--- config.mk ---
export PLATFORM = sky130hd
export DESIGN_NAME = pipe_skid_stage
export DESIGN_NICKNAME = d
export VERILOG_FILES = /design/src/rtl/pipe_pkg.sv /design/src/rtl/pipe_skid_stage.sv
export SDC_FILE = /design/constraint.sdc
export NUM_CORES = 1
export LEC_CHECK = 0
export ABC_AREA = 1
export BUFFER_PORTS_ARGS = -buffer_cell sky130_fd_sc_hd__buf_2
export CORE_MARGIN = 1
export CORE_UTILIZATION = 33
export CTS_CLUSTER_SIZE = 12
export DETAILED_ROUTE_END_ITERATION = 16
export PLACE_DENSITY_LB_ADDON = 0.25
export REMOVE_ABC_BUFFERS = 1
export SLEW_MARGIN = 20
export SYNTH_ARGS = -nofsm -noshare
export SYNTH_HDL_FRONTEND = slang
export SYNTH_SLANG_ARGS = --single-unit
--- constraint.sdc ---
create_clock -name clk -period 2.15 [get_ports clk]
set_clock_uncertainty 0.2 [all_clocks]
set_input_delay 0.3225 -clock clk [delete_from_list [all_inputs] [get_ports clk]]
set_output_delay 0.3225 -clock clk [all_outputs]
set_load 0.02 [all_outputs]
--- src/rtl/pipe_pkg.sv ---
// pipe_pkg: shared state encoding for pipeline skid stages.
//   Imported by pipe_skid_stage and by the IF/ID, ID/EX, EX/MEM and
//   MEM/WB stage wrappers that build on it.
//   The EMPTY/ONE/FULL encoding equals the number of held entries, so a
//   state value can be presented directly as an occupancy count.
package pipe_pkg;

    localparam int STATE_W = 2;

    typedef logic [STATE_W-1:0] pipe_state_t;

    localparam logic [1:0] ST_EMPTY = 2'd0;
    localparam logic [1:0] ST_ONE   = 2'd1;
    localparam logic [1:0] ST_FULL  = 2'd2;

endpackage

--- src/rtl/pipe_skid_stage.sv ---
// pipe_skid_stage: two-entry valid/ready skid buffer with registered outputs.
//   Parameters:
//     WIDTH     payload width in bits (1..1024)
//     RST_DATA  value loaded into the main and skid registers on reset
//   Ports:
//     clk        rising-edge clock
//     rst_n      asynchronous active-low reset
//     flush      synchronous kill of all held entries, highest priority
//     in_valid   upstream presents in_data
//     in_ready   stage can accept a payload (flop)
//     in_data    upstream payload
//     out_valid  stage presents out_data (flop)
//     out_ready  downstream accepts out_data
//     out_data   presented payload (main register)
//     occupancy  number of held entries, 0..2 (state register)
module pipe_skid_stage
    import pipe_pkg::*;
#(
    parameter int               WIDTH    = 32,
    parameter logic [WIDTH-1:0] RST_DATA = '0
) (
    input  logic             clk,
    input  logic             rst_n,
    input  logic             flush,
    input  logic             in_valid,
    output logic             in_ready,
    input  logic [WIDTH-1:0] in_data,
    output logic             out_valid,
    input  logic             out_ready,
    output logic [WIDTH-1:0] out_data,
    output logic [1:0]       occupancy
);

    pipe_state_t      r_state;
    logic             r_in_ready;
    logic             r_out_valid;
    logic [WIDTH-1:0] r_main;
    logic [WIDTH-1:0] r_skid;

    pipe_state_t      w_next_state;
    logic             w_in_fire;
    logic             w_out_fire;
    logic             w_load_main;
    logic             w_main_from_skid;
    logic             w_load_skid;

    // Both fires are suppressed by flush so no transfer is counted that cycle.
    assign w_in_fire  = in_valid & r_in_ready & ~flush;
    assign w_out_fire = r_out_valid & out_ready & ~flush;

    always_comb begin
        w_next_state     = r_state;
        w_load_main      = 1'b0;
        w_main_from_skid = 1'b0;
        w_load_skid      = 1'b0;
        if (flush) begin
            w_next_state = ST_EMPTY;
        end else begin
            case (r_state)
                ST_EMPTY: begin
                    w_load_main  = w_in_fire;
                    w_next_state = w_in_fire ? ST_ONE : ST_EMPTY;
                end
                ST_ONE: begin
                    // Push+pop replaces main; push alone parks the new word in skid.
                    w_load_main  = w_in_fire & w_out_fire;
                    w_load_skid  = w_in_fire & ~w_out_fire;
                    w_next_state = (w_in_fire & ~w_out_fire) ? ST_FULL :
                                   (~w_in_fire & w_out_fire) ? ST_EMPTY : ST_ONE;
                end
                ST_FULL: begin
                    w_load_main      = w_out_fire;
                    w_main_from_skid = 1'b1;
                    w_next_state     = w_out_fire ? ST_ONE : ST_FULL;
                end
                default: w_next_state = ST_EMPTY;
            endcase
        end
    end

    // in_ready/out_valid are registered copies of the next-state decode, so
    // no output depends combinationally on any input. in_ready resets low and
    // rises on the first edge after reset release.
    always_ff @(posedge clk or negedge rst_n) begin
        if (!rst_n) begin
            r_state     <= ST_EMPTY;
            r_in_ready  <= 1'b0;
            r_out_valid <= 1'b0;
            r_main      <= RST_DATA;
            r_skid      <= RST_DATA;
        end else begin
            r_state     <= w_next_state;
            r_in_ready  <= (w_next_state != ST_FULL);
            r_out_valid <= (w_next_state != ST_EMPTY);
            if (w_load_main)
                r_main <= w_main_from_skid ? r_skid : in_data;
            if (w_load_skid)
                r_skid <= in_data;
        end
    end

    assign in_ready  = r_in_ready;
    assign out_valid = r_out_valid;
    assign out_data  = r_main;
    // State encoding equals the entry count.
    assign occupancy = r_state;

endmodule

==> impl_metrics.yaml <==
critical_path:
  cp-endpoint: "out_data[6]$_DFFE_PN0P_"
  critPathRequiredTime_ps: 2170
  critPathLaunchType: "register"
  r2r-start: "out_valid$_DFF_PN0_"
  crit_path_start: "out_valid$_DFF_PN0_"
  cp_max_fo: 22
  rrSetupSlack_ps: 320
  r2r_cells: 9
  arrival_ps: 1850
  path_class: "reg -> reg"
  r2r_end: "out_data[6]$_DFFE_PN0P_"
  end_kind: "register"
logic_synthesis:
  synth_cell_types: 21
  synth_cells: 382
  postSynthAreaPerCell_um2: 8.16
  syn_area_um2: 3120
  synth-edff-count: 0
  yosysWarnings: 0
  yosys_most_used_dff: "dfrtp_1"
  ys_ff_latch: 68
  synthArstFlopShare: 1.00
  synth-seq-area-share: 0.546
timing:
  max_slew_margin: 0.615
  hold_viol: 0
  tightest_slew_ps: 578
  rsz0062_at_grt: "no"
  tns_ps: 0
  setup_viol: 0
  slew_violations: 0
  fin_crit_sh: 0.850
  fin_crit_ps: 1830
  max_freq_mhz: 547
floorplanning:
  design.die.area_um2: 9830
  die_h_um: 99.2
  fp.dieW_um: 99.2
  core-area_um2: 9200
  start_util: 0.339
  io_pins: 73
  std_cell_rows: 35
finish:
  nets: 492
  n_antenna_cell: 0
  final_area_um2: 3780
  area_growth_pct: 21.2
  layout.cells.non_filler: 569
  layout_commonest_cell: "nand2_1"
  layout-drive-gt1-share: 0.227
  final_cell_mix: "nand2_1 (118), buf_2 (71), dfrtp_1 (68)"
drt:
  dr.pass1.iters: 4
  viasPerCell: 4.55
  ant_nets: 0
  drc: 0
  wl_per_cell_um: 12.4
  via_count: 2588
  drt_iter0_drc: 81
  wl_mm: 7.03
grt:
  grt_pass1_wl_mm: 11.8
  grt_pass1_vias: 2458
  grtUsageTotal: 0.155
  globalRouteOverflowTotal: 0
  grt_max_degree: 44
  antenna_found_initial: 0
place:
  gp_congestion: 0.697
  postPlaceCellArea_um2: 3580
  dp_cells: 552
  dpl.hpwl_mm: 4.83
  io_buffer_count: 72
run:
  maxCapViolCount: 0
clocking:
  clk_pin_slew_ps: 80
  h-tree-depth: 3
  clk_path_buf_depth: 2
  cts_buffers: 9
  clock-sinks: 68
  clkLatencyLatePin_ps: 340
  ctsResizeCount: 0
  cts_tree: "done"
  cts_root_buf: "clkbuf_8"
pwr:
  p_leak_nw: 2.16
  vdd_drop_max_mv: 0.314
  power_density_nw_per_um2: 925
  power_mw: 3.49
hold_path:
  timing.hold.worst.class: "in -> reg"
outcome:
  status: "complete, no violations"
worst min path at each step:
stage | slack [ps] | endpoint | cells past startpoint | startpoint
3_5_place_dp | 170 | r_skid[14]$_DFFE_PN0P_ | 1 | rst_n
2_1_floorplan | -170 | in_ready$_DFF_PN0_ | 0 | rst_n
6_report | 50 | r_skid[27]$_DFFE_PN0P_ | 3 | in_data[27]
5_1_grt | 40 | r_skid[25]$_DFFE_PN0P_ | 3 | in_data[25]
3_3_place_gp | 160 | out_data[30]$_DFFE_PN0P_ | 1 | rst_n
4_1_cts | 40 | r_skid[27]$_DFFE_PN0P_ | 3 | in_data[27]
layer usage:
| layer | GRT usage | vias to the layer above | wire [um] |
|---|---|---|---|
| met5 | 0 | - | 0 |
| met4 | 0.0611 | 0 | 100 |
| met3 | 0.0323 | 9 | 305 |
| met2 | 0.245 | 60 | 3180 |
| met1 | 0.210 | 1176 | 3450 |
| li1 | - | 1343 | - |
layout make-up:
| cell class | instances | area, um2 |
|---|---|---|
| sequential | 68 | 1700 |
| timing repair buffer | 83 | 485 |
| inverter | 38 | 143 |
| clock buffer | 15 | 176 |
| fill | 930 | 5420 |
| tap | 111 | 139 |
| clock inverter | 1 | 5.00 |
| multi-input combinational | 253 | 1130 |
stage by stage:
step / util / worst slack (ps) / hold slack, ps
2_1_floorplan: - / -807 / -173
3_3_place_gp: 0.390 / 300 / 160
3_5_place_dp: 0.390 / 254 / 168
4_1_cts: 0.411 / 310 / 35.6
5_1_grt: 0.411 / 136 / 39.3
6_report: 0.411 / 322 / 48.5
flip-flops by register name, indices dropped and copies added (netlist names):
name	flops
out_data	32
r_skid	32
occupancy	2
in_ready	1
out_valid	1
worst max-delay path, stage by stage (launching register included):
cell and delay (ps):
dfrtp_1 350, nand2_1 90, nor2_1 180, ha_1 170, nand3_1 90, nand3_2 110
nand2_2 180, buf_12 230, nand2_1 60, nand2_1 50
where the power goes:
| part | internal (mW) | switching, mW |
|---|---|---|
| clock network | 0.514 | 0.467 |
| logic | 0.285 | 0.520 |
| registers | 1.58 | 0.128 |
logic make-up (layout without fill, tap and decap cells):
logic type	after synthesis	count (layout)	synth area share
AO/OA/AOI/OAI	59	59	0.0992
adder cells (fa/ha/maj)	2	2	0.00803
buffers and inverters	61	137	0.0924
flip-flops	68	68	0.546
AND/OR/NAND/NOR	192	192	0.254
cells in the mapped netlist, types with 2 or more instances:
| cell | count | area [um2] |
|---|---|---|
| ha_1 | 2 | 25.0 |
| a21oi_1 | 25 | 125 |
| clkbuf_1 | 4 | 15.0 |
| nand3_1 | 40 | 200 |
| inv_1 | 36 | 135 |
| buf_6 | 3 | 33.8 |
| nor2_1 | 29 | 109 |
| o21ai_2 | 3 | 26.3 |
| inv_2 | 2 | 7.51 |
| o21ai_1 | 3 | 15.0 |
| buf_4 | 7 | 52.6 |
| dfrtp_1 | 68 | 1700 |
| nand2_1 | 118 | 443 |
| o21ai_0 | 27 | 135 |
| buf_2 | 8 | 40.0 |
| nand2_2 | 2 | 12.5 |
repair_timing:
| action | in CTS | in global routing |
|---|---|---|
| endpoints found under the hold margin | 42 | 0 |
| hold buffers | 1 | 0 |
| endpoints found under the setup margin | 0 | 0 |
| setup buffers | 0 | 0 |
Note: power is estimated with default switching activity, not from simulation.
